### src/rtl/vsched_pkg.sv
// Shared types for the vector issue scheduler: queue entry, unit select and funct7 decode.
// Ports: none (package).
// The FUNCT7_* values mirror the custom-0 encodings issued by the X-IF front end.
package vsched_pkg;

  localparam logic [6:0] FUNCT7_VLD  = 7'h01;
  localparam logic [6:0] FUNCT7_VST  = 7'h02;
  localparam logic [6:0] FUNCT7_VMAC = 7'h03;

  // Entries carry the widest supported id; the top uses the low X_ID_WIDTH bits.
  localparam int unsigned ID_MAX_W = 16;

  typedef struct packed {
    logic [6:0]          funct7;
    logic [4:0]          rd;
    logic [4:0]          rs1;
    logic [4:0]          rs2;
    logic [31:0]         scalar;
    logic [ID_MAX_W-1:0] id;
  } vsched_entry_t;

  typedef enum logic [1:0] {UNIT_NONE, UNIT_LSU, UNIT_MAC} unit_e;

  function automatic unit_e decode_unit(input logic [6:0] funct7);
    unit_e u;
    case (funct7)
      FUNCT7_VLD, FUNCT7_VST: u = UNIT_LSU;
      FUNCT7_VMAC:            u = UNIT_MAC;
      default:                u = UNIT_NONE;
    endcase
    return u;
  endfunction

endpackage

### src/rtl/vsched_if.sv
// Bundle of enqueue, LSU, MAC and retire signals between the front end / units and the scheduler.
// Ports: master = front end and execution units, slave = scheduler.
// Signal names keep the scheduler-side _i/_o direction suffixes.
interface vsched_if #(parameter int unsigned X_ID_WIDTH = 4);
  logic                  enq_valid_i;
  logic                  enq_ready_o;
  logic [6:0]            enq_funct7_i;
  logic [4:0]            enq_rd_i;
  logic [4:0]            enq_rs1_i;
  logic [4:0]            enq_rs2_i;
  logic [31:0]           enq_scalar_i;
  logic [X_ID_WIDTH-1:0] enq_id_i;
  logic                  lsu_start_o;
  logic                  lsu_store_o;
  logic [31:0]           lsu_addr_o;
  logic [4:0]            lsu_vd_o;
  logic [4:0]            lsu_vs_o;
  logic [X_ID_WIDTH-1:0] lsu_id_o;
  logic                  lsu_done_i;
  logic                  mac_start_o;
  logic [4:0]            mac_vd_o;
  logic [4:0]            mac_vs1_o;
  logic [4:0]            mac_vs2_o;
  logic [X_ID_WIDTH-1:0] mac_id_o;
  logic                  mac_done_i;
  logic                  retire_valid_o;
  logic [X_ID_WIDTH-1:0] retire_id_o;
  logic                  illegal_o;
  logic                  busy_o;

  modport master (
    output enq_valid_i, enq_funct7_i, enq_rd_i, enq_rs1_i, enq_rs2_i, enq_scalar_i, enq_id_i,
    output lsu_done_i, mac_done_i,
    input  enq_ready_o, lsu_start_o, lsu_store_o, lsu_addr_o, lsu_vd_o, lsu_vs_o, lsu_id_o,
    input  mac_start_o, mac_vd_o, mac_vs1_o, mac_vs2_o, mac_id_o,
    input  retire_valid_o, retire_id_o, illegal_o, busy_o
  );

  modport slave (
    input  enq_valid_i, enq_funct7_i, enq_rd_i, enq_rs1_i, enq_rs2_i, enq_scalar_i, enq_id_i,
    input  lsu_done_i, mac_done_i,
    output enq_ready_o, lsu_start_o, lsu_store_o, lsu_addr_o, lsu_vd_o, lsu_vs_o, lsu_id_o,
    output mac_start_o, mac_vd_o, mac_vs1_o, mac_vs2_o, mac_id_o,
    output retire_valid_o, retire_id_o, illegal_o, busy_o
  );
endinterface

### src/rtl/vsched_fifo.sv
// Purpose: DEPTH-entry synchronous FIFO of vsched_entry_t; head is the oldest entry.
// Latency: pushed entry visible at head the cycle after the push edge; no bypass.
// Backpressure: caller must not push when count==DEPTH nor pop when count==0.
// Ports: clk, rst (sync, active high), push/push_data, pop, head, count.
module vsched_fifo
  import vsched_pkg::*;
#(
  parameter int unsigned DEPTH = 4,
  localparam int unsigned AW = $clog2(DEPTH)
) (
  input  logic          clk,
  input  logic          rst,
  input  logic          push,
  input  vsched_entry_t push_data,
  input  logic          pop,
  output vsched_entry_t head,
  output logic [AW:0]   count
);

  vsched_entry_t mem [DEPTH];
  logic [AW-1:0] rd_ptr;
  logic [AW-1:0] wr_ptr;

  // Storage needs no reset: count gates every read.
  always_ff @(posedge clk) begin
    if (push) mem[wr_ptr] <= push_data;
  end

  always_ff @(posedge clk) begin
    if (rst) begin
      rd_ptr <= '0;
      wr_ptr <= '0;
      count  <= '0;
    end else begin
      if (push) wr_ptr <= wr_ptr + AW'(1);
      if (pop)  rd_ptr <= rd_ptr + AW'(1);
      count <= count + (AW+1)'(push) - (AW+1)'(pop);
    end
  end

  assign head = mem[rd_ptr];

endmodule

### src/rtl/vector_issue_scheduler.sv
// Purpose: in-order queue dispatching custom-0 vector ops to the LSU and MAC with a VRF scoreboard.
// Latency: enqueue edge N -> start pulse in the cycle after edge N+1; retire one cycle after done.
// Backpressure: enq_ready is registered (count<DEPTH), no bypass when full; blocked head stalls all.
// Ports: clk_i/rst_i (sync, active high), bus (vsched_if.slave).
// Optional: VSCHED_PERF_EN adds perf_hazard_cycles_o, perf_struct_cycles_o, perf_dispatched_o.
module vector_issue_scheduler
  import vsched_pkg::*;
#(
  parameter int unsigned DEPTH      = 4,
  parameter int unsigned X_ID_WIDTH = 4,
  parameter int unsigned NUM_VREGS  = 32
) (
  input  logic        clk_i,
  input  logic        rst_i,
  vsched_if.slave     bus
`ifdef VSCHED_PERF_EN
  ,
  output logic [31:0] perf_hazard_cycles_o,
  output logic [31:0] perf_struct_cycles_o,
  output logic [31:0] perf_dispatched_o
`endif
);

  localparam int unsigned CW = $clog2(DEPTH) + 1;

  vsched_entry_t enq_entry, head;
  logic [CW-1:0] count, count_next;
  logic          enq_ready_q, push, pop, head_vld, head_store;
  unit_e         head_unit;
  logic          unit_busy, sb_block, disp_lsu, disp_mac, disp_bad;
  logic          lsu_fire, mac_fire;
  logic [NUM_VREGS-1:0] sb, sb_next;

  logic                  lsu_busy, lsu_start_q, lsu_store_q;
  logic [31:0]           lsu_addr_q;
  logic [4:0]            lsu_vd_q, lsu_vs_q;
  logic [X_ID_WIDTH-1:0] lsu_id_q;
  logic                  mac_busy, mac_start_q;
  logic [4:0]            mac_vd_q, mac_vs1_q, mac_vs2_q;
  logic [X_ID_WIDTH-1:0] mac_id_q;
  logic                  retire_valid_q, pend_vld, illegal_q;
  logic [X_ID_WIDTH-1:0] retire_id_q, pend_id;
  logic                  unused_head_id;

  always_comb begin
    enq_entry        = '0;
    enq_entry.funct7 = bus.enq_funct7_i;
    enq_entry.rd     = bus.enq_rd_i;
    enq_entry.rs1    = bus.enq_rs1_i;
    enq_entry.rs2    = bus.enq_rs2_i;
    enq_entry.scalar = bus.enq_scalar_i;
    enq_entry.id[X_ID_WIDTH-1:0] = bus.enq_id_i;
  end

  assign push = bus.enq_valid_i & enq_ready_q;
  assign unused_head_id = ^head.id;

  vsched_fifo #(.DEPTH(DEPTH)) u_fifo (
    .clk       (clk_i),
    .rst       (rst_i),
    .push      (push),
    .push_data (enq_entry),
    .pop       (pop),
    .head      (head),
    .count     (count)
  );

  // Hazard checks read the scoreboard before this cycle's completions clear it,
  // so a freed register is first usable one cycle after its done.
  always_comb begin
    head_vld   = (count != '0);
    head_unit  = decode_unit(head.funct7);
    head_store = (head.funct7 == FUNCT7_VST);
    unit_busy  = 1'b0;
    sb_block   = 1'b0;
    case (head_unit)
      UNIT_LSU: begin
        unit_busy = lsu_busy;
        sb_block  = head_store ? sb[head.rs2] : sb[head.rd];
      end
      UNIT_MAC: begin
        unit_busy = mac_busy;
        sb_block  = sb[head.rs1] | sb[head.rs2] | sb[head.rd];
      end
      default: ;
    endcase
    disp_lsu   = head_vld && (head_unit == UNIT_LSU) && !unit_busy && !sb_block;
    disp_mac   = head_vld && (head_unit == UNIT_MAC) && !unit_busy && !sb_block;
    disp_bad   = head_vld && (head_unit == UNIT_NONE);
    pop        = disp_lsu | disp_mac | disp_bad;
    count_next = count + CW'(push) - CW'(pop);
  end

  assign lsu_fire = bus.lsu_done_i & lsu_busy;
  assign mac_fire = bus.mac_done_i & mac_busy;

  // Clears first, then the dispatch set, so a same-bit set wins.
  always_comb begin
    sb_next = sb;
    if (lsu_fire && !lsu_store_q) sb_next[lsu_vd_q] = 1'b0;
    if (mac_fire)                 sb_next[mac_vd_q] = 1'b0;
    if ((disp_lsu && !head_store) || disp_mac) sb_next[head.rd] = 1'b1;
  end

  always_ff @(posedge clk_i) begin
    if (rst_i) begin
      enq_ready_q <= 1'b1;
      sb          <= '0;
      lsu_busy    <= 1'b0;  lsu_start_q <= 1'b0;  lsu_store_q <= 1'b0;
      lsu_addr_q  <= '0;    lsu_vd_q    <= '0;    lsu_vs_q    <= '0;   lsu_id_q <= '0;
      mac_busy    <= 1'b0;  mac_start_q <= 1'b0;
      mac_vd_q    <= '0;    mac_vs1_q   <= '0;    mac_vs2_q   <= '0;   mac_id_q <= '0;
      retire_valid_q <= 1'b0;  retire_id_q <= '0;
      pend_vld    <= 1'b0;  pend_id     <= '0;    illegal_q   <= 1'b0;
    end else begin
      enq_ready_q <= (count_next < CW'(DEPTH));
      sb          <= sb_next;
      lsu_start_q <= disp_lsu;
      mac_start_q <= disp_mac;
      illegal_q   <= disp_bad;

      if (disp_lsu) begin
        lsu_busy    <= 1'b1;
        lsu_store_q <= head_store;
        lsu_addr_q  <= head.scalar;
        lsu_vd_q    <= head.rd;
        lsu_vs_q    <= head.rs2;
        lsu_id_q    <= head.id[X_ID_WIDTH-1:0];
      end else if (lsu_fire) begin
        lsu_busy    <= 1'b0;
      end

      if (disp_mac) begin
        mac_busy    <= 1'b1;
        mac_vd_q    <= head.rd;
        mac_vs1_q   <= head.rs1;
        mac_vs2_q   <= head.rs2;
        mac_id_q    <= head.id[X_ID_WIDTH-1:0];
      end else if (mac_fire) begin
        mac_busy    <= 1'b0;
      end

      // LSU wins a simultaneous completion; the MAC id waits one cycle in pend.
      retire_valid_q <= pend_vld | lsu_fire | mac_fire;
      if (pend_vld)      retire_id_q <= pend_id;
      else if (lsu_fire) retire_id_q <= lsu_id_q;
      else if (mac_fire) retire_id_q <= mac_id_q;
      pend_vld <= lsu_fire & mac_fire;
      pend_id  <= mac_id_q;
    end
  end

  assign bus.enq_ready_o    = enq_ready_q;
  assign bus.lsu_start_o    = lsu_start_q;
  assign bus.lsu_store_o    = lsu_store_q;
  assign bus.lsu_addr_o     = lsu_addr_q;
  assign bus.lsu_vd_o       = lsu_vd_q;
  assign bus.lsu_vs_o       = lsu_vs_q;
  assign bus.lsu_id_o       = lsu_id_q;
  assign bus.mac_start_o    = mac_start_q;
  assign bus.mac_vd_o       = mac_vd_q;
  assign bus.mac_vs1_o      = mac_vs1_q;
  assign bus.mac_vs2_o      = mac_vs2_q;
  assign bus.mac_id_o       = mac_id_q;
  assign bus.retire_valid_o = retire_valid_q;
  assign bus.retire_id_o    = retire_id_q;
  assign bus.illegal_o      = illegal_q;
  assign bus.busy_o         = head_vld | lsu_busy | mac_busy | pend_vld;

`ifdef VSCHED_PERF_EN
  // A head waiting on a busy unit counts as structural even if it also has a data hazard.
  always_ff @(posedge clk_i) begin
    if (rst_i) begin
      perf_hazard_cycles_o <= '0;
      perf_struct_cycles_o <= '0;
      perf_dispatched_o    <= '0;
    end else begin
      if (head_vld && unit_busy && (perf_struct_cycles_o != '1))
        perf_struct_cycles_o <= perf_struct_cycles_o + 32'd1;
      if (head_vld && !unit_busy && sb_block && (perf_hazard_cycles_o != '1))
        perf_hazard_cycles_o <= perf_hazard_cycles_o + 32'd1;
      if ((disp_lsu || disp_mac) && (perf_dispatched_o != '1))
        perf_dispatched_o <= perf_dispatched_o + 32'd1;
    end
  end
`endif

endmodule

### src/flat_wrapper.sv
// flat-port wrapper written by rule: the top's interface ports become plain ports
module vector_issue_scheduler_flat import vsched_pkg::*;
#(
  parameter int unsigned DEPTH      = 4,
  parameter int unsigned X_ID_WIDTH = 4,
  parameter int unsigned NUM_VREGS  = 32
)
  (clk_i, rst_i, bus_enq_valid_i, bus_enq_funct7_i, bus_enq_rd_i, bus_enq_rs1_i, bus_enq_rs2_i, bus_enq_scalar_i, bus_enq_id_i, bus_lsu_done_i, bus_mac_done_i, bus_enq_ready_o, bus_lsu_start_o, bus_lsu_store_o, bus_lsu_addr_o, bus_lsu_vd_o, bus_lsu_vs_o, bus_lsu_id_o, bus_mac_start_o, bus_mac_vd_o, bus_mac_vs1_o, bus_mac_vs2_o, bus_mac_id_o, bus_retire_valid_o, bus_retire_id_o, bus_illegal_o, bus_busy_o);
  vsched_if #(.X_ID_WIDTH(X_ID_WIDTH)) bus_i ();
  input  logic clk_i;
  input  logic rst_i;
  input wire logic [$bits(bus_i.enq_valid_i)-1:0] bus_enq_valid_i;
  input wire logic [$bits(bus_i.enq_funct7_i)-1:0] bus_enq_funct7_i;
  input wire logic [$bits(bus_i.enq_rd_i)-1:0] bus_enq_rd_i;
  input wire logic [$bits(bus_i.enq_rs1_i)-1:0] bus_enq_rs1_i;
  input wire logic [$bits(bus_i.enq_rs2_i)-1:0] bus_enq_rs2_i;
  input wire logic [$bits(bus_i.enq_scalar_i)-1:0] bus_enq_scalar_i;
  input wire logic [$bits(bus_i.enq_id_i)-1:0] bus_enq_id_i;
  input wire logic [$bits(bus_i.lsu_done_i)-1:0] bus_lsu_done_i;
  input wire logic [$bits(bus_i.mac_done_i)-1:0] bus_mac_done_i;
  output wire logic [$bits(bus_i.enq_ready_o)-1:0] bus_enq_ready_o;
  output wire logic [$bits(bus_i.lsu_start_o)-1:0] bus_lsu_start_o;
  output wire logic [$bits(bus_i.lsu_store_o)-1:0] bus_lsu_store_o;
  output wire logic [$bits(bus_i.lsu_addr_o)-1:0] bus_lsu_addr_o;
  output wire logic [$bits(bus_i.lsu_vd_o)-1:0] bus_lsu_vd_o;
  output wire logic [$bits(bus_i.lsu_vs_o)-1:0] bus_lsu_vs_o;
  output wire logic [$bits(bus_i.lsu_id_o)-1:0] bus_lsu_id_o;
  output wire logic [$bits(bus_i.mac_start_o)-1:0] bus_mac_start_o;
  output wire logic [$bits(bus_i.mac_vd_o)-1:0] bus_mac_vd_o;
  output wire logic [$bits(bus_i.mac_vs1_o)-1:0] bus_mac_vs1_o;
  output wire logic [$bits(bus_i.mac_vs2_o)-1:0] bus_mac_vs2_o;
  output wire logic [$bits(bus_i.mac_id_o)-1:0] bus_mac_id_o;
  output wire logic [$bits(bus_i.retire_valid_o)-1:0] bus_retire_valid_o;
  output wire logic [$bits(bus_i.retire_id_o)-1:0] bus_retire_id_o;
  output wire logic [$bits(bus_i.illegal_o)-1:0] bus_illegal_o;
  output wire logic [$bits(bus_i.busy_o)-1:0] bus_busy_o;
  assign bus_i.enq_valid_i = bus_enq_valid_i;
  assign bus_i.enq_funct7_i = bus_enq_funct7_i;
  assign bus_i.enq_rd_i = bus_enq_rd_i;
  assign bus_i.enq_rs1_i = bus_enq_rs1_i;
  assign bus_i.enq_rs2_i = bus_enq_rs2_i;
  assign bus_i.enq_scalar_i = bus_enq_scalar_i;
  assign bus_i.enq_id_i = bus_enq_id_i;
  assign bus_i.lsu_done_i = bus_lsu_done_i;
  assign bus_i.mac_done_i = bus_mac_done_i;
  assign bus_enq_ready_o = bus_i.enq_ready_o;
  assign bus_lsu_start_o = bus_i.lsu_start_o;
  assign bus_lsu_store_o = bus_i.lsu_store_o;
  assign bus_lsu_addr_o = bus_i.lsu_addr_o;
  assign bus_lsu_vd_o = bus_i.lsu_vd_o;
  assign bus_lsu_vs_o = bus_i.lsu_vs_o;
  assign bus_lsu_id_o = bus_i.lsu_id_o;
  assign bus_mac_start_o = bus_i.mac_start_o;
  assign bus_mac_vd_o = bus_i.mac_vd_o;
  assign bus_mac_vs1_o = bus_i.mac_vs1_o;
  assign bus_mac_vs2_o = bus_i.mac_vs2_o;
  assign bus_mac_id_o = bus_i.mac_id_o;
  assign bus_retire_valid_o = bus_i.retire_valid_o;
  assign bus_retire_id_o = bus_i.retire_id_o;
  assign bus_illegal_o = bus_i.illegal_o;
  assign bus_busy_o = bus_i.busy_o;
  vector_issue_scheduler #(.DEPTH(DEPTH), .X_ID_WIDTH(X_ID_WIDTH), .NUM_VREGS(NUM_VREGS)) u_core (.clk_i(clk_i), .rst_i(rst_i), .bus(bus_i));
endmodule
### config.mk
export PLATFORM = sky130hd
export DESIGN_NAME = vector_issue_scheduler_flat
export DESIGN_NICKNAME = d
export VERILOG_FILES = /design/src/rtl/vsched_pkg.sv /design/src/rtl/vsched_if.sv /design/src/rtl/vsched_fifo.sv /design/src/rtl/vector_issue_scheduler.sv /design/src/flat_wrapper.sv
export SDC_FILE = /design/constraint.sdc
export NUM_CORES = 1
export LEC_CHECK = 0
export ABC_AREA = 1
export ABC_CLOCK_PERIOD_IN_PS = 3600
export CORE_ASPECT_RATIO = 1.2
export CORE_MARGIN = 5
export CORE_UTILIZATION = 52
export CTS_CLUSTER_DIAMETER = 30
export DETAILED_ROUTE_END_ITERATION = 16
export PLACE_DENSITY = 0.75
export SLEW_MARGIN = 20
export SYNTH_ARGS = -nofsm -noshare
export SYNTH_HDL_FRONTEND = slang
export SYNTH_SLANG_ARGS = --single-unit
### constraint.sdc
create_clock -name clk_i -period 3.6 [get_ports clk_i]
set_clock_uncertainty 0.05 [all_clocks]
set_input_delay 0.54 -clock clk_i [delete_from_list [all_inputs] [get_ports clk_i]]
set_output_delay 0.54 -clock clk_i [all_outputs]
set_load 0.02 [all_outputs]
==> After elaboration in Yosys (flattened, before gate mapping) <==
Memory sizes are Yosys's and may differ from the RTL's. A register that Yosys moved wholly into a read port is not among the register bits.
Index checks and enable logic that the tools add are counted.
W data, S select, Z words.
{ "op_classes": {"add_sub_neg": 4, "n_lt_le_gt_ge": 9, "eq_ne": 5, "muxes": 30, "bitwise": 18, "n_reduce_logical": 23} }
{ "ops": {"columns": ["op", "count"], "rows": [
  ["$mux W32", 3],
  ["$and A32 B32 Y32", 2],
  ["$not A32 Y32", 2],
  ["$or A32 B32 Y32", 1],
  ["$lt A5 B6 Y1 const B", 5],
  ["$bmux W1 S5", 3],
  ["$demux W1 S5", 3],
  ["$ge A5 B1 Y1 const B", 3],
  ["$eq A7 B2 Y1 const B", 2],
  ["$mux W1", 13],
  ["$logic_and A1 B1 Y1", 12],
  ["$mux W4", 3],
  ["$or A1 B1 Y1", 9],
  ["$eq A7 B1 Y1 const B", 1],
  ["$reduce_bool A3 Y1", 2],
  ["$add A2 B1 Y2 const B", 2],
  ["$and A1 B1 Y1", 4],
  ["$logic_not A1 Y1", 4],
  ["$mux W2", 2],
  ["$pmux W1 S2", 2],
  ["$pmux W2 S2", 1],
  ["$reduce_bool A2 Y1", 2],
  ["$add A3 B1 Y3", 1],
  ["$lt A3 B3 Y1 const B", 1],
  ["6 further kinds", 6]
]} }
{ "totals": {"reg_bits": 121, "ram_bits": 232, "in_bits": 63, "out_inout_bits": 76, "word_cells": 113, "mem_count": 1} }
{ "memory_table": {"columns": ["name", "words", "word_bits", "rd", "rd_clocked_by_memory_dff", "wr", "line", "text"], "rows": [
  ["u_core.u_fifo.mem", 4, 58, 1, 1, 1, "vsched_fifo.sv:20", "vsched_entry_t mem [DEPTH];"]
]} }

==> Logic depth before layout (Yosys ltp) <==
Gate-level depths: netlist of the first run.
{ "logic_depth": {"ltp_word": 12, "depth_mapped": 28, "ltp_nobuf": 26} }

==> Modules after synthesis <==
From an unflattened synthesis of the first run, not the netlist that was laid out.
{ "unflattened": {"cells_unflattened": 1656, "hier_area_um2": 16741.1} }
{ "modules_own_cells": {"columns": ["mod", "instances", "cells_per_inst", "area_each_um2"], "rows": [
  ["vsched_fifo", 1, 804, 11035.6],
  ["vector_issue_scheduler", 1, 852, 5705.5]
]} }

==> Worst setup path after synthesis of the first run <==
OpenSTA, ideal clock, no wires.
{ "synth_path": {"path_kind": "input to register", "start": "in bus_enq_valid_i", "end": "mem u_core.u_fifo.mem[0][0] in the netlist's numbering, enable pin", "setup_ns": 0.474, "arrival_ns": 3.149, "slack_ns": -0.073, "stages": 2, "path_buffers": 0, "cell_sequence": "nand2_1 > nor2_1"} }
{ "synth_via": {"elab_chain_len": 3} }
{ "synth_lines": {"columns": ["element", "line", "text"], "rows": [
  ["from (decl)", "flat_wrapper.sv:12", "input wire logic [$bits(bus_i.enq_valid_i)-1:0] bus_enq_valid_i;"],
  ["$and A1 B1 Y1", "vector_issue_scheduler.sv:55", "assign push = bus.enq_valid_i & enq_ready_q;"],
  ["$mux W1", "vsched_fifo.sv:26", "if (push) mem[wr_ptr] <= push_data;"],
  ["$mux W1 (implied by the code)", "vsched_fifo.sv:26", null],
  ["to (decl)", "vsched_fifo.sv:20", null]
]} }
Every way passes these cells.

==> metrics.csv, run 1 <==
metric,value,unit
synth-seq-area-share,0.634,
hold_viol_final,0,
drc,0,
cts.clk_slew.worst_paths,50,ps
vias,11818,
syn_inst,1464,
ys_ff_latch,355,
cp-end-kind,register,
synthDistinctLibCells,42,
leakage,6.97,nW
antenna_found_initial,2,
path_common_cell,nand2_1,
grt_pass1_wl,61000,um
max_freq,0.291,GHz
wl,40100,um
startpoint_type,register,
io_pins,139,
hold_buffers,0,
syn_area,14900,um^2
die-area,32100,um^2
cts_root_buffer,clkbuf_16,
drt_first_pass_iters,5,
setup_viol,0,
fill_cells,2015,
path_max_fanout,10,
grt_pass1_vias,11485,
syn_area_per_cell,10.2,um^2
numCtsBuffers,56,
worstPathCellList,buf_12 > clkinv_8 > or2_0 > a32oi_4 > buf_4 > nand3_2 > nand3_1 > nand2_1 > nand2_1 > nand3_1 > nand2_1 > nand2_2 > o21ai_1 > nand2_1 > ha_1 > inv_1 > ha_1 > inv_1 > fa_2 > xnor2_1 > nand2_1,
ctsHtreeMaxLevel,2,
status,"finished, final reports clean",
grt-ovfl-total,0,
cpPeakStageDelay,430,ps
synth_edf_count,232,
crit_arrival,3810,ps
power-per-cell-area,809,nW/um^2
nNetsFinal,1716,
final_area,19100,um^2
drt-initial-drc-count,847,
critical_path_required,3970,ps
die_y,195,um
syn_to_final_growth,28.5,%
min_period_over_period,0.956,
start_util,0.529,
hold-worst-slack,412,ps
clock_sinks,355,
drt-wirelength-per-cell,19.4,um
synth_nets,1537,
grtUsageTotal,0.241,
worst_pin_slew,620,ps
fin_crit,3440,ps
viasPerCell,5.71,
yosys-top-cells-area,"edfxtp_1 (47%), dfxtp_1 (17%), nand2_1 (7.7%)",
r2r.worst_path.cells,21,
synth_area_leader_cell,edfxtp_1,
crit_path_top_delay_cell,dfxtp_4,
setup_tns,0,ps
clockBufferDepth,3,
worstSkewPairLatency,570,ps
async_flop_share,0,
port_buffers,138,
yosysWarnings,0,
grt_max_degree,57,
place_area,16700,um^2
relSlewSlack,0.587,
drv_slew,0,
path_class,reg -> reg,
cts_tree,done,
dp_hpwl,25100,um
synthFlopType,edfxtp_1,
die_x,164,um
vdd_drop_max,463,uV
rsz0062_at_grt,true,
drive_gt1_frac,0.141,
rows,67,
synth_top_area_share,0.469,
holdPathStages,2,
core,28100,um^2
drv_cap,0,
hp-class,reg -> reg,
gp_congestion,1.03,
ant_nets,0,
report_power, final:
group	internal, W	switching, W	total [W]	leakage [nW]
Combinational	0.00178	0.00321	0.00499	2.92
Clock	0.00341	0.00200	0.00541	0.933
Sequential	0.00481	0.000226	0.00504	3.12
Total	0.0100	0.00543	0.0154	6.97
cells by family (layout without fill, tap and decap cells):
family,Yosys count,count (layout),share of synthesized area
adder cells (fa/ha/maj),10,10,0.00892
other,0,1,0
AND/OR/NAND/NOR,616,616,0.177
AO/OA/AOI/OAI,296,296,0.122
flip-flops,355,355,0.634
buffers and inverters,184,408,0.0556
XOR/XNOR,3,3,0.00177
cell usage in the layout, fill, tap and decap left out, types with 3 or more instances in the layout:
cell type / n
nand2_1: 300
edfxtp_1: 232
nand3_1: 148
clkdlybuf4s50_1: 137
dfxtp_1: 121
nor2_1: 101
inv_1: 97
a21oi_1: 96
o21ai_0: 63
clkbuf_16: 58
o21ai_1: 51
buf_4: 40
a32o_1: 32
nand2_2: 18
o221ai_1: 18
inv_6: 12
nor3_1: 12
a21oi_2: 11
clkinv_4: 11
inv_2: 9
nor2_4: 7
ha_1: 7
bufinv_16: 7
o211ai_1: 6
clkinv_2: 6
clkinvlp_4: 6
nand3_4: 5
o22ai_1: 5
buf_6: 5
buf_12: 5
nor2_2: 4
or2_2: 4
or2_1: 4
a31oi_1: 4
clkinv_8: 3
xnor2_1: 3
clkbuf_1: 3
final timing paths:
check	start	to	slack, ps
max	register	u_core.bus.enq_ready_o	160
min	u_core.pend_id[3]	u_core.bus.retire_id_o[3]	410
max reg2reg	register	u_core.bus.enq_ready_o	160
min reg2reg	u_core.pend_id[3]	u_core.bus.retire_id_o[3]	410
final cells by class:
| type | count | area (um^2) | share of cell area |
|---|---|---|---|
| antenna | 1 | 2.50 | 0.000131 |
| clock buffer | 59 | 1410 | 0.0740 |
| clock inverter | 44 | 528 | 0.0276 |
| inverter | 111 | 447 | 0.0234 |
| multi-input combinational | 925 | 4840 | 0.253 |
| sequential | 355 | 9430 | 0.494 |
| tap | 379 | 474 | 0.0248 |
| timing repair buffer | 192 | 1910 | 0.100 |
| timing repair inverter | 2 | 46.3 | 0.00242 |
per-layer routing:
layer	up-vias	routed length, um	GRT usage
met2	588	19900	0.406
met4	2	1940	0.122
met1	5590	15000	0.289
met3	136	3240	0.0523
li1	5502	-	-
met5	-	13	0
critical path, delay by kind of cell, from the launching register on:
family,cells,cell delay (ps)
compound gates,2,410
xor+xnor,1,140
fa+ha+maj,3,730
buf+inv,5,560
flops,1,430
simple gates,10,940
Yosys cell counts, types with 3 or more instances:
cell and count:
a31oi_1 4, or2_2 4, inv_2 8, or2_1 4, o22ai_1 6, nor2_1 112, nand3_2 4, o21ai_1 47
nor3_1 12, buf_2 24, xnor2_1 3, nand2_1 305, a32oi_1 3, buf_6 10, nand2_2 15, ha_1 9
dfxtp_1 123, a21oi_1 97, o21ai_0 67, clkbuf_1 30, buf_4 6, nand3_1 150, o211ai_1 6, inv_1 101
a21oi_2 10, buf_1 3, edfxtp_1 232, o221ai_1 18, a32o_1 32
state kept, by name, summed over array words and instances (netlist names), 3 cells and up, named ones only:
register                count
u_core.bus.mac_vd_o         5
u_core.bus.lsu_vd_o         5
u_core.bus.mac_vs1_o        5
u_core.pend_id              4
u_core.bus.lsu_vs_o         5
u_core.bus.mac_vs2_o        5
u_core.bus.lsu_addr_o      32
u_core.bus.retire_id_o      4
u_core.u_fifo.mem         232
u_core.bus.mac_id_o         4
u_core.sb                  32
u_core.u_fifo.count         3
u_core.bus.lsu_id_o         4
per-stage QoR:
stage               std cells   util  power, W  worst slack (ps)
floorplan                1464      -   0.00804             -73.4
global placement         1951  0.595   0.00946               180
detailed placement       1951  0.595   0.00956              70.9
CTS                      2054  0.664    0.0150              34.2
global route             2068  0.680    0.0162             -69.0
finish                   2068  0.680    0.0154               159
what timing repair did:
item	CTS	global route
setup buffers	0	8
setup endpoints to repair	0	4
gates resized for setup	0	77
(Power assumes the default switching activity.)
==> run 2, diff against run 1 <==
--- a/config.mk
+++ b/config.mk
@@ -9,11 +9,12 @@
 export ABC_CLOCK_PERIOD_IN_PS = 3600
 export CORE_ASPECT_RATIO = 1.2
 export CORE_MARGIN = 5
-export CORE_UTILIZATION = 52
+export CORE_UTILIZATION = 53
 export CTS_CLUSTER_DIAMETER = 30
 export DETAILED_ROUTE_END_ITERATION = 16
-export PLACE_DENSITY = 0.75
+export PLACE_DENSITY = 0.76
 export SLEW_MARGIN = 20
 export SYNTH_ARGS = -nofsm -noshare
 export SYNTH_HDL_FRONTEND = slang
+export SYNTH_HIERARCHICAL = 1
 export SYNTH_SLANG_ARGS = --single-unit
==> run 2 against run 1 <==
Net effect:
- hold slack improved by 6.1 ps
- routed wire length rose by 5.4%
- first-iteration DRC count rose by 21%
- total power rose by 0.22%
- design area rose by 2.7%
- register-to-register slack got worse by 150 ps
- sequential share of layout area fell by 1.3 points
- synthesized area rose by 0.80%
- utilization rose by 2.3 points
- critical path type unchanged
==> metrics.csv, run 2 <==
metric,value,unit
wl,42300,um
cts.clk_slew.worst_paths,50,ps
syn_to_final_growth,30.9,%
hold_buffers,0,
worst_pin_slew,716,ps
drc,0,
nNetsFinal,1813,
hp-class,reg -> reg,
ctsHtreeMaxLevel,2,
relSlewSlack,0.523,
crit_path_top_delay_cell,fa_2,
gp_congestion,0.978,
start_util,0.537,
status,"finished, final reports clean",
place_area,16900,um^2
grt-ovfl-total,0,
grt_max_degree,65,
most-common-layout-cells,"nor2_1 (324), edfxtp_1 (232), o21ai_1 (170)",
path_common_cell,nand2_1,
drt_first_pass_iters,5,
cts_root_buffer,clkbuf_16,
synth_nets,1610,
max_freq,0.278,GHz
fin_crit,3590,ps
clockBufferDepth,3,
setup_viol,0,
largest_register_ffs,232,
drv_slew,0,
power-per-cell-area,789,nW/um^2
grt_pass1_vias,11987,
drt-wirelength-per-cell,19.5,um
die_y,194,um
rows,67,
core,27900,um^2
vdd_drop_max,675,uV
drive_gt1_frac,0.157,
cp-end-kind,register,
leakage,7.13,nW
rsz0062_at_grt,true,
syn_area,15000,um^2
port_buffers,138,
cpPeakStageDelay,520,ps
layout_commonest_cell,nor2_1,
path_class,reg -> reg,
crit_arrival,4040,ps
dp_hpwl,25900,um
startpoint_type,register,
die-area,31700,um^2
fill_cells,1967,
die_x,163,um
cts_tree,done,
path_max_fanout,11,
io_pins,139,
ant_nets,0,
yosysWarnings,6,
drt-initial-drc-count,1021,
largest_register,u_core/u_fifo/mem,
grtUsageTotal,0.252,
syn_area_per_cell,9.76,um^2
grt_pass1_wl,63300,um
worstSkewPairLatency,590,ps
clock_sinks,355,
setup_tns,0,ps
n_antenna_cell,0,
min_period_over_period,0.998,
final_area,19600,um^2
drv_cap,0,
syn_inst,1535,
critical_path_required,4050,ps
hold_viol_final,0,
viasPerCell,5.60,
vias,12141,
numCtsBuffers,60,
antenna_found_initial,0,
[run 2: path summary, 6_finish.rpt]
| kind | endpoint | slack, ps | from | cells after the start |
|---|---|---|---|---|
| setup / recovery | u_core/u_fifo/count[1] | 6 | register | 26 |
| hold / removal | u_core/bus.retire_id_o[3] | 420 | u_core/pend_id[3] | 2 |
| setup reg to reg | u_core/u_fifo/count[1] | 6 | register | 26 |
| hold reg to reg | u_core/bus.retire_id_o[3] | 420 | u_core/pend_id[3] | 2 |
[run 2: routing by layer]
metal | up-vias | global-route usage | wire (um)
met5 | - | 0 | 0
met4 | 0 | 0.101 | 1730
met3 | 113 | 0.0487 | 3220
met2 | 601 | 0.449 | 21800
met1 | 5739 | 0.297 | 15600
li1 | 5688 | - | -
[run 2: through the flow]
stage	util	setup WS (ps)	hold slack (ps)	cells	power (W)
floorplan	-	8.01	386	1535	0.00776
global placement	0.606	77.5	391	2031	0.00893
detailed placement	0.606	8.68	409	2031	0.00902
CTS	0.681	20.4	421	2147	0.0147
global route	0.703	-212	437	2169	0.0162
finish	0.703	6.28	418	2169	0.0155
[run 2: repair_timing]
action                                  CTS  global route
buffers inserted                          2            15
pin swaps                                 0            11
cloned                                    0             7
endpoints found under the setup margin    3            43
gates resized for setup                   5            99
[run 2: critical path: cells and delay by family (launching register included)]
family                   cells  cell delay (ps)
AO/OA/AOI/OAI                4              330
adder cells (fa/ha/maj)      3              940
buffers and inverters        5              610
flip-flops                   1              420
AND/OR/NAND/NOR             14             1150
[run 2: final cells by class]
cell class / count / area [um^2] / area share
repair buffers: 229 / 2350 / 0.120
clock buffers: 67 / 1550 / 0.0789
well taps: 379 / 474 / 0.0242
inverters: 120 / 468 / 0.0239
flip-flops and latches: 355 / 9430 / 0.481
clock inverters: 47 / 527 / 0.0269
multi-input cells: 972 / 4810 / 0.245
[run 2: where the power goes]
part	internal, W	switching (W)	total (W)
clock	0.00349	0.00217	0.00566
combinational	0.00194	0.00300	0.00494
sequential	0.00473	0.000149	0.00488
total	0.0102	0.00532	0.0155
==> run 3, diff against run 2 <==
--- a/config.mk
+++ b/config.mk
@@ -13,6 +13,7 @@
 export CTS_CLUSTER_DIAMETER = 30
 export DETAILED_ROUTE_END_ITERATION = 16
 export PLACE_DENSITY = 0.76
+export RECOVER_POWER = 50
 export SLEW_MARGIN = 20
 export SYNTH_ARGS = -nofsm -noshare
 export SYNTH_HDL_FRONTEND = slang
==> run 3 against run 2 <==
Net effect:
- the flow now finishes with violations (max-capacitance violations, max-slew violations)
- clock-buffer cell count stayed put
- first-iteration DRC count increased by 2.9%
- cell count up 0.18%
- non-clock buffer count unchanged
- sequential power about the same
- combinational power hardly changed
- via count is 0.50% higher
- routed wire length barely moved
- design area is 0.20% lower
- total power decreased by 0.19%
- clock power barely moved
- register-to-register slack about the same
==> metrics.csv, run 3 (synthesis gave the netlist of run 2 again) <==
metric,value,unit
status,"complete, but fails checks",
violations,"max-capacitance violations, max-slew violations",
drive_gt1_frac,0.155,
clock_sinks,355,
layout_commonest_cell,nor2_1,
path_class,reg -> reg,
largest_register,u_core/u_fifo/mem,
dp_hpwl,25900,um
cts_root_buffer,clkbuf_16,
wl,42200,um
port_buffers,138,
post-place-ws,8.68,ps
grt_pass1_wl,63300,um
relSlewSlack,-0.251,
ant_nets,0,
critical_path_required,4000,ps
place_area,16900,um^2
hold-worst-slack,420,ps
multi_input_area,4810,um^2
most-common-layout-cells,"nor2_1 (324), edfxtp_1 (232), o21ai_1 (170)",
power-per-cell-area,789,nW/um^2
rows,67,
max_freq,0.278,GHz
nNetsFinal,1813,
fill_cells,1967,
leakage,7.12,nW
start_util,0.537,
fin_crit,3590,ps
grt-ovfl-total,0,
crit_arrival,3990,ps
die_y,194,um
vias,12202,
core,27900,um^2
hold_viol_final,0,
die-area,31700,um^2
cts.clk_slew.worst_paths,50,ps
grt_pass1_vias,11987,
setup_tns,0,ps
drt_first_pass_iters,6,
drt-wirelength-per-cell,19.4,um
clockBufferDepth,3,
final_area,19600,um^2
numCtsBuffers,60,
syn_to_final_growth,30.7,%
hp-class,reg -> reg,
hold_buffers,0,
min_period_over_period,0.998,
die_x,163,um
drc,0,
gp_congestion,0.978,
finalWorstSetupSlack,7.47,ps
grt_max_degree,65,
largest_register_ffs,232,
vdd_drop_max,673,uV
antenna_found_initial,6,
drt-initial-drc-count,1051,
startpoint_type,register,
drv_slew,177,
setup_viol,0,
grtUsageTotal,0.252,
viasPerCell,5.62,
cp-end-kind,register,
io_pins,139,
ctsHtreeMaxLevel,2,
drv_cap,3,
cts_tree,done,
seq_area,9430,um^2
worstSkewPairLatency,590,ps
rsz0062_at_grt,true,
worst_pin_slew,1880,ps
path_max_fanout,11,
reg2reg_slack,7,ps
## run 3: cell count changes in the layout (fill, tap and decap cells not counted), sizes merged
cell	delta
diode	+4
clkbuf	+4
clkinv	+3
inv	-3
clkdlybuf4s50	-59
dlygate4sd3	+59
buf	-4
## run 3: final cells by class
cell class / count / share of cell area
sequential: 355 / 0.482
clock inverter: 47 / 0.0269
multi-input combinational: 972 / 0.246
inverter: 120 / 0.0239
clock buffer: 67 / 0.0791
tap: 379 / 0.0242
antenna: 4 / 0.000511
timing repair buffer: 229 / 0.118
## run 3: metal layers
metal | vias to the layer above | track usage | part of all wire
met5 | - | 0 | 0.00026
met4 | 2 | 0.101 | 0.041
met3 | 127 | 0.0487 | 0.078
met2 | 597 | 0.449 | 0.52
met1 | 5784 | 0.297 | 0.36
li1 | 5692 | - | -
## run 3: path summary, 6_finish.rpt
path	startpoint	end	depth (start not counted)
setup / recovery	register	u_core/bus.enq_ready_o	27
hold / removal	u_core/pend_id[3]	u_core/bus.retire_id_o[3]	2
hold reg to reg	u_core/pend_id[3]	u_core/bus.retire_id_o[3]	2
setup reg to reg	register	u_core/bus.enq_ready_o	27
## run 3: where the power goes
part,internal (W),total [W],switching [W]
clock network,0.00349,0.00565,0.00216
registers,0.00474,0.00489,0.000148
logic,0.00191,0.00491,0.00300
total,0.0101,0.0154,0.00530
## run 3: timing repair
| action | in CTS | in global routing |
|---|---|---|
| pin swaps | 0 | 11 |
| resized for setup | 5 | 99 |
| setup buffers | 2 | 15 |
| setup endpoints to repair | 3 | 43 |
| gates cloned | 0 | 7 |
## run 3: critical path, cell delays in order (launching register included)
cell	delay [ps]
dfxtp_4	420
buf_6	170
buf_12	140
nor2_1	50
nor2_1	100
o21ai_2	80
o21ai_4	120
clkbuf_16	210
a21oi_1	60
o21ai_0	90
nand3_1	120
nand2_1	80
nand2_1	50
nand3b_1	90
nand2_2	100
nand2_1	90
nand2_1	50
nand2_1	80
nand2_2	80
nand2_2	90
nand3_4	90
buf_4	150
ha_1	170
inv_1	50
ha_1	210
a31o_2	260
a21oi_1	150
o21ai_1	90
## run 3: through the flow
stage,utilization,power (W),cells
finish,0.701,0.0154,2173
CTS,0.681,0.0147,2147
floorplan,-,0.00776,1535
detailed placement,0.606,0.00902,2031
global placement,0.606,0.00893,2031
global route,0.701,0.0162,2171
